### src/rtl/sprite_line_engine.sv
// sprite_line_engine: per-scanline sprite evaluation in hblank, pattern row fetch, and registered pixel output
module sprite_line_engine #(
  parameter int NUM_SPRITES  = 16,
  parameter int MAX_PER_LINE = 8,
  parameter int SPRITE_W     = 16,
  parameter int SPRITE_H     = 16,
  parameter int BPP          = 2
) (
  input  logic                           clk,
  input  logic                           reset,
  input  logic                           attr_we,
  input  logic [$clog2(NUM_SPRITES)-1:0] attr_addr,
  input  logic [31:0]                    attr_wdata,
  input  logic [10:0]                    hcount,
  input  logic [9:0]                     vcount,
  output logic [7:0]                     pat_addr,
  input  logic [SPRITE_W*BPP-1:0]        pat_rdata,
  output logic                           pix_valid,
  output logic [2+BPP:0]                 pix_color,
  output logic                           overflow,
  output logic                           busy
);
  localparam int IW = $clog2(NUM_SPRITES);
  localparam int SW = $clog2(MAX_PER_LINE);
  localparam int NW = SW + 1;
  localparam int OW = $clog2(SPRITE_W);
  typedef enum logic [1:0] {IDLE, EVAL, FETCH_A, FETCH_D} state_t;
  state_t state, nxt;
  logic [31:0] attr [NUM_SPRITES];
  logic [IW-1:0] idx;
  logic [NW-1:0] n;
  logic [MAX_PER_LINE-1:0] s_valid, s_hf;
  logic [9:0] s_x [MAX_PER_LINE];
  logic [2:0] s_pal [MAX_PER_LINE];
  logic [SPRITE_W*BPP-1:0] s_row [MAX_PER_LINE];
  logic [9:0] nl, y, row, px, off;
  logic hit, free, last, start, found, vis;
  logic [OW-1:0] o;
  logic [BPP-1:0] p;
  logic [2+BPP:0] color;
  assign nl    = (vcount == 10'd524) ? 10'd0 : vcount + 10'd1;
  assign y     = attr[idx][9:0];
  assign row   = nl - y;
  assign hit   = y != 10'h3FF && row < 10'(SPRITE_H);
  assign free  = n < NW'(MAX_PER_LINE);
  assign last  = idx == IW'(NUM_SPRITES - 1);
  assign start = hcount == 11'd1280;
  assign px    = hcount[10:1];
  assign vis   = hcount < 11'd1280 && vcount < 10'd480;
  always_ff @(posedge clk or posedge reset)
    if (reset) state <= IDLE;
    else state <= nxt;
  always_comb
    nxt = state == IDLE    ? (start ? EVAL : IDLE) :
          state == EVAL    ? (hit && free ? FETCH_A : last ? IDLE : EVAL) :
          state == FETCH_A ? FETCH_D : (last ? IDLE : EVAL);
  always_comb busy = state != IDLE;
  always_ff @(posedge clk or posedge reset)
    if (reset) begin
      for (int i = 0; i < NUM_SPRITES; i++) attr[i] <= 32'h3FF;
      for (int i = 0; i < MAX_PER_LINE; i++) begin
        s_x[i]   <= '0;
        s_pal[i] <= '0;
        s_row[i] <= '0;
      end
      idx      <= '0;
      n        <= '0;
      s_valid  <= '0;
      s_hf     <= '0;
      pat_addr <= '0;
      overflow <= 1'b0;
    end else begin
      if (attr_we) attr[attr_addr] <= attr_wdata;
      if (state == IDLE && start) begin
        s_valid <= '0;
        idx     <= '0;
        n       <= '0;
        if (nl == 10'd0) overflow <= 1'b0;
      end
      if (state == EVAL) begin
        if (hit && free) begin
          pat_addr            <= attr[idx][27:20] + row[7:0];
          s_x[n[SW-1:0]]      <= attr[idx][19:10];
          s_pal[n[SW-1:0]]    <= attr[idx][30:28];
          s_hf[n[SW-1:0]]     <= attr[idx][31];
        end else begin
          if (hit) overflow <= 1'b1;
          idx <= idx + 1'b1;
        end
      end
      if (state == FETCH_D) begin
        s_row[n[SW-1:0]]   <= pat_rdata;
        s_valid[n[SW-1:0]] <= 1'b1;
        n                  <= n + 1'b1;
        idx                <= idx + 1'b1;
      end
    end
  // scan high to low so the lowest slot with an opaque pixel wins
  always_comb begin
    found = 1'b0;
    color = '0;
    off   = '0;
    o     = '0;
    p     = '0;
    for (int k = MAX_PER_LINE - 1; k >= 0; k--) begin
      off = px - s_x[k];
      o   = s_hf[k] ? OW'(SPRITE_W - 1) - off[OW-1:0] : off[OW-1:0];
      p   = s_row[k][o*BPP +: BPP];
      if (s_valid[k] && off < 10'(SPRITE_W) && p != '0) begin
        found = 1'b1;
        color = {s_pal[k], p};
      end
    end
  end
  always_ff @(posedge clk or posedge reset)
    if (reset) begin
      pix_valid <= 1'b0;
      pix_color <= '0;
    end else begin
      pix_valid <= vis && found;
      pix_color <= (vis && found) ? color : '0;
    end
endmodule

### config.mk
export PLATFORM = sky130hd
export DESIGN_NAME = sprite_line_engine
export DESIGN_NICKNAME = d
export VERILOG_FILES = /design/src/rtl/sprite_line_engine.sv
export SDC_FILE = /design/constraint.sdc
export NUM_CORES = 2
export LEC_CHECK = 0
export BUFFER_PORTS_ARGS = -buffer_cell sky130_fd_sc_hd__buf_2
export CAP_MARGIN = 0
export CORE_UTILIZATION = 30
export DETAILED_ROUTE_END_ITERATION = 10
export HOLD_SLACK_MARGIN = 0.1
export PLACE_DENSITY = 0.56
export SYNTH_ARGS = -nofsm -noshare
export SYNTH_HDL_FRONTEND = slang
export SYNTH_SLANG_ARGS = --single-unit
### constraint.sdc
create_clock -name clk -period 71.2 [get_ports clk]
set_input_delay 7.12 -clock clk [delete_from_list [all_inputs] [get_ports clk]]
set_output_delay 7.12 -clock clk [all_outputs]
set_load 0.01 [all_outputs]
### Word-level counts from Yosys, hierarchy flattened

Cells that the tools add are included.

| storage, ports and cells | value |
|---|---|
| output and inout port bits | 16 |
| bits in latches | 0 |
| memories | 0 |
| ROM bits | 0 |
| RAM bits | 0 |
| flip-flop bits (word level) | 913 |
| input port bits | 92 |

| cells by class | value |
|---|---|
| reduce and logical (&&, ||, !) cells | 37 |
| order comparisons | 19 |
| shifts and indexed selects | 8 |
| equal/unequal tests | 7 |
| multiply operators | 0 |
| bitwise logic cells | 4 |
| muxes and demuxes | 63 |
| $add $sub $neg | 21 |
| div/mod/pow operators | 0 |

Operator list:

| kind | number |
|---|---|
| bitwise mux 512 bit | 1 |
| bitwise mux 256 bit | 1 |
| indexed part select 32 x 6 -> 2 bit | 8 |
| binary-select mux 32 bit (select 4 bit) | 1 |
| demux 32 bit (select 4 bit) | 1 |
| two-way mux 32 bit | 4 |
| demux 32 bit (select 3 bit) | 1 |
| less-than comparator 10 x 5 -> 1 bit (second input constant) | 9 |
| subtractor 10 bit | 9 |
| bitwise mux 80 bit | 1 |
| two-way mux 4 bit | 14 |
| two-way mux 5 bit | 9 |
| subtractor 4 bit (first input constant) | 8 |
| demux 10 bit (select 3 bit) | 1 |
| bitwise mux 24 bit | 1 |
| logical AND 1 bit | 24 |
| two-way mux 10 bit | 2 |
| nonzero test 2 bit | 10 |
| two-way mux 1 bit | 16 |
| two-way mux 8 bit | 2 |
| equality test 11 bit (second input constant) | 1 |
| less-than comparator 11 bit (second input constant) | 1 |
| adder 10 x 1 -> 10 bit (second input constant) | 1 |
| equality test 10 bit (second input constant) | 1 |
| 25 further kinds | 32 |

### Longest topological paths before layout

| logic depth | value |
|---|---|
| word-level depth | 16 |
| gate-level depth with buffers | 23 |

### Worst setup path before layout

Ideal clock, no wire load.

| timing | value |
|---|---|
| path type | input-to-reg |
| start point | input port vcount[0] |
| end point | register s_pal[12] (netlist bit) |
| data required time | 71.075 ns |
| slack | 60.464 ns |
| cell stages on the path | 19 |
| arrival time | 10.611 ns |
| path buffers | 2 |
| cells stage by stage | inv_1 ha_1 and4b_1 nand2_1 nand2_1 ha_1 fa_1 nor2b_1 o21ai_0 a21boi_0 o21ai_0 nor2b_1 xnor2_1 nor4_4 o211ai_4 buf_6 nor4_4 buf_6 mux2_2 |

| on the way | value |
|---|---|
| word-level cells in the longest chain between the ends | 7 |
| elaborated cells between the ends (all ways) | 8 |

RTL lines:

| what | line | text |
|---|---|---|
| from (decl) | 15 | `input logic [9:0] vcount,` |
| adder 10 x 1 -> 10 bit / equality test 10 bit (equally long branches) | 41 | `assign nl = (vcount == 10'd524) ? 10'd0 : vcount + 10'd1;` |
| two-way mux 10 bit * | 41 |  |
| subtractor 10 bit * | 43 | `assign row = nl - y;` |
| less-than comparator 10 x 5 -> 1 bit * | 44 | `assign hit = y != 10'h3FF && row < 10'(SPRITE_H);` |
| logical AND 1 bit * | 44 |  |
| logical AND 1 bit * | 81 | `if (hit && free) begin` |
| AND reduction 2 bit (no source line) * | - |  |
| to (signal, indexed assignment) | 84 | `s_pal[n[SW-1:0]] <= attr[idx][30:28];` |
| to (decl) | 34 | `logic [2:0] s_pal [MAX_PER_LINE];` |

Mark *: on every way between the ends. The rest lies on a longest branch, timed or not.
A chain may end at the register's enable or synchronous reset.

### Worst setup path after layout

| timing | value |
|---|---|
| start point | input port hcount[1] |
| end point | register pix_color[0] |

| on the way | value |
|---|---|
| word-level cells in the longest chain between the ends | 16 |
| elaborated cells between the ends (all ways) | 84 |

RTL lines:

| what | line | text |
|---|---|---|
| from (decl) | 14 | `input logic [10:0] hcount,` |
| subtractor 10 bit | 106 | `off = px - s_x[k];` |
| subtractor 4 bit | 107 | `o = s_hf[k] ? OW'(SPRITE_W - 1) - off[OW-1:0] : off[OW-1:0];` |
| two-way mux 4 bit | 107 |  |
| indexed part select 32 x 6 -> 2 bit | 108 | `p = s_row[k][o*BPP +: BPP];` |
| nonzero test 2 bit | 109 | `if (s_valid[k] && off < 10'(SPRITE_W) && p != '0) begin` |
| logical AND 1 bit | 109 |  |
| two-way mux 1 bit (8 in series) | 109 |  |
| logical AND 1 bit | 121 | `pix_color <= (vis && found) ? color : '0;` |
| two-way mux 5 bit * | 121 |  |
| to (signal assigned) | 121 |  |
| to (decl) | 19 | `output logic [2+BPP:0] pix_color,` |

Marked as above.

==> flow_summary.json <==
{
  "outcome": "finished clean",
  "synth_area_sq_um": 46100,
  "via_per_inst": 5.12,
  "cts-resized-gates": 0,
  "finalSetupViolations": 0,
  "die_y_um": 394,
  "ff2ff_path_depth": 17,
  "cp_slowest_cell": "o2111ai_1",
  "port_buffers": 107,
  "min_to": "s_valid[0]$_DFF_PP0_",
  "power_frac_seq_pct": 38.5,
  "max_freq_mhz": 87.9,
  "place_hpwl_mm": 81.7,
  "htreeDepth": 3,
  "postCtsHoldBufs": 0,
  "clockBufferDepth": 3,
  "path_delay_family": "compound AO/OA/AOI/OAI gates",
  "synth_seq_area_share_pct": 50.0,
  "ys_async_sr_fraction_pct": 100,
  "num_rows": 143,
  "power.density_nw_per_um2": 32.4,
  "synth_compound_area_share_pct": 4.57,
  "required_ns": 71.73,
  "syn-instance-count": 3285,
  "synthXorXnorAreaFrac_pct": 1.83,
  "ys_ff_latch": 913,
  "drc": 0,
  "core_sq_um": 152000,
  "layout.nets": 3545,
  "p_switching_uw": 534,
  "cts_setup_buffers": 0,
  "critical-path-max-stage-delay_ns": 0.78,
  "clk_latency_ns": 0.73,
  "peakVddDrop_mv": 0.0309,
  "cp.arrival_ns": 11.90,
  "overflow": 0,
  "combPwrFrac_pct": 29.1,
  "drv_slew": 0,
  "drtIter0Drc": 1980,
  "ys_warn_count": 0,
  "fin_ws_ns": 59.82,
  "synth_top_family_by_area": "multiplexers",
  "hold_viol": 0,
  "synth_nets": 3479,
  "critPathLaunchType": "input port",
  "synth.area.top_cells": "dfrtp_1 41%, mux2_2 22%, mux4_2 9.9%",
  "drt-total-wl_mm": 127,
  "netlist.area_leader.share_pct": 40.9,
  "finalClockSkew_ns": 0.0568,
  "cts.sinks": 913,
  "critical_path_peak_fanout": 10,
  "hold_path.class": "reg -> reg",
  "clkTransAtPathRegs_ns": 0.06,
  "total_leakage_power_uw": 0.0223,
  "tightest_slew_ns": 1.16,
  "setup-tns-final_ns": 0,
  "crit_chain": "buf_2 -> inv_1 -> ha_1 -> fa_1 -> nor3b_1 -> nor2_1 -> o22ai_1 -> o32a_1 -> mux2i_1 -> o2111ai_1 -> o211ai_1 -> o31ai_1 -> nor3_1",
  "min_from": "s_valid[0]$_DFF_PP0_",
  "post_drt_wl_per_cell_um": 23.3,
  "critPathCaptureType": "flop",
  "synth_mux_area_share_pct": 33.4,
  "path_class": "in -> reg",
  "ant_nets": 0,
  "reg2reg_setup_slack_ns": 64.56,
  "grt_pass1_vias": 29000,
  "netlist-cell-type-count": 76,
  "cts_tree": "yes",
  "syn_area_per_cell_sq_um": 14.0,
  "layout-drive-gt1-share_pct": 47.4,
  "fin_crit_sh_pct": 16.0,
  "grt_max_degree": 166,
  "initial_utilization_pct": 30.3,
  "antenna_found_initial": 26,
  "die_area_sq_um": 155000,
  "cts_buffers": 99,
  "cts_root_buf": "clkbuf_16",
  "p_int_uw": 1170,
  "max_cap_viol_count": 0,
  "rsz0062_at_grt": "false",
  "ys.flop_type": "dfrtp_1",
  "fp.dieW_um": 394,
  "grt_pass1_wl_mm": 193,
  "synth_fa_ha_area_share_pct": 2.93,
  "yosys.area_share.simple_pct": 4.64,
  "r2r_start": "idx[0]$_DFF_PP0_",
  "holdPathStages": 2,
  "relSlewSlack_pct": 22.1,
  "synth_edf_count": 0,
  "r2r_end": "s_x[62]$_DFFE_PP0P_",
  "first_pass_iters": 7,
  "utilization_pct": 34.4,
  "areaGrowthSynthToFinish_pct": 13.8,
  "min_period_ns": 11.38,
  "clockPowerShare_pct": 32.3,
  "io_pins": 108,
  "critical_path_buf_inv_count": 2,
  "p_sw_share_pct": 31.4,
  "gp_congestion": 0.847,
  "n_fill_cell": 14800,
  "vias": 28000,
  "grt_use_total_pct": 16.5,
  "preCtsSetupSlack_ns": 59.19,
  "yosysTopAreaCell": "dfrtp_1"
}
cells by family (layout without fill, tap and decap cells):
kind of cell / count (synthesis) / count (layout)
AO/OA/AOI/OAI: 318 / 318
XOR/XNOR: 93 / 93
adder cells (fa/ha/maj): 102 / 102
buffers and inverters: 302 / 453
flip-flops: 913 / 913
multiplexers: 1171 / 1171
other: 0 / 3
AND/OR/NAND/NOR: 386 / 386
metal layers:
layer  up-vias  GRT usage, %  routed length (um)
met5         -             0                 126
met3       195          3.79                7280
met1     14800          22.6               57500
li1      12300             -                   -
met2       624          26.1               59300
met4        18          4.31                3180
worst register-to-register path: stages (launching register included):
cell and delay [ns]:
dfrtp_4 0.74, buf_4 0.68, mux4_2 0.65, nor2b_1 0.15, a211oi_1 0.26, a21oi_1 0.16
ha_1 0.29, fa_1 0.46, nor2b_1 0.12, o21ai_0 0.10, a21boi_0 0.24, o21ai_0 0.14
nor2b_1 0.16, xnor2_1 0.17, nor4_4 0.32, o211ai_4 0.34, nor4_4 1.08, mux2_2 0.43
power by group through the flow:
stage,Sequential (uW),Combinational (uW),Clock [uW]
finish,655,496,550
global route,666,534,586
CTS,656,501,565
detailed placement,664,498,0
global placement,662,497,0
floorplan,640,364,0
final cells by class:
type	count	area (sq um)	share of cell area [%]
Timing Repair Buffer	156	916	1.75
Multi-Input combinational cell	2070	22000	41.9
Clock buffer	141	2910	5.55
Antenna cell	3	7.51	0.0143
Inverter	111	424	0.809
Clock inverter	45	621	1.18
Tap cell	2030	2540	4.84
Sequential cell	913	23100	44.0
synthesized netlist by cell type, types with 9 or more instances:
master	n
mux2_2	881
dfrtp_1	753
mux4_2	202
dfstp_2	160
clkbuf_1	131
inv_1	111
ha_1	92
nand2_1	83
nor2_1	83
o21ai_0	83
mux2i_1	74
a21oi_1	60
xnor2_1	47
xor2_1	43
buf_1	41
nor3_1	38
nand3_1	29
a21o_1	25
nor2b_1	24
nand2b_1	17
or3_1	17
nand4_1	13
o21a_1	13
o22ai_1	13
a21boi_0	12
o2111ai_1	11
a31oi_1	10
fa_1	10
buf_2	9
nor3b_1	9
nor4_4	9
o21bai_1	9
o311ai_0	9
or4_1	9
through the flow:
| step | instance area, sq um | power (uW) | hold slack, ns | instances |
|---|---|---|---|---|
| floorplan | 46100 | 1000 | 0.441 | 3285 |
| global placement | 48900 | 1160 | 0.462 | 5280 |
| detailed placement | 48900 | 1160 | 0.466 | 5280 |
| CTS | 52400 | 1720 | 0.481 | 5466 |
| global route | 52400 | 1790 | 0.491 | 5466 |
| finish | 52400 | 1700 | 0.478 | 5469 |
flip-flops by register name, indices dropped and copies added, names as in the netlist, named ones only:
name       count
s_x           80
overflow       1
n              4
state          1
attr         512
pix_color      5
s_hf           8
pat_addr       8
s_row        256
s_pal         24
s_valid        8
pix_valid      1
idx            4
cells in the final DEF, fill, tap and decap left out, types with 15 or more instances in the layout:
cell type | netlist | routed
inv_1 | 111 | 110
dfstp_2 | 160 | 160
ha_1 | 92 | 92
xor2_1 | 43 | 43
dfrtp_1 | 753 | 749
xnor2_1 | 47 | 46
o21ai_0 | 83 | 83
clkbuf_8 | 0 | 21
mux4_2 | 202 | 202
nand2_1 | 83 | 82
nand3_1 | 29 | 29
clkbuf_1 | 131 | 18
mux2i_1 | 74 | 74
nor3_1 | 38 | 35
a21o_1 | 25 | 25
clkinv_2 | 0 | 22
mux2_2 | 881 | 881
or3_1 | 17 | 15
nor2_1 | 83 | 71
nor2b_1 | 24 | 23
buf_4 | 6 | 48
buf_2 | 9 | 107
a21oi_1 | 60 | 60
clkbuf_16 | 0 | 102
worst max-delay path by stage:
| stage | startpoint | to | slack [ns] | depth (start not counted) |
|---|---|---|---|---|
| floorplan | reset | async pin | 38.68 | 1 |
| global placement | hcount[1] | pix_color[0]$_DFF_PP0_ | 59.17 | 13 |
| detailed placement | hcount[1] | pix_color[0]$_DFF_PP0_ | 59.19 | 13 |
| CTS | hcount[1] | pix_color[0]$_DFF_PP0_ | 59.91 | 13 |
| global route | hcount[1] | pix_color[0]$_DFF_PP0_ | 59.50 | 13 |
| finish | hcount[1] | pix_color[0]$_DFF_PP0_ | 59.82 | 13 |
Note: power is estimated with default switching activity, not from simulation.
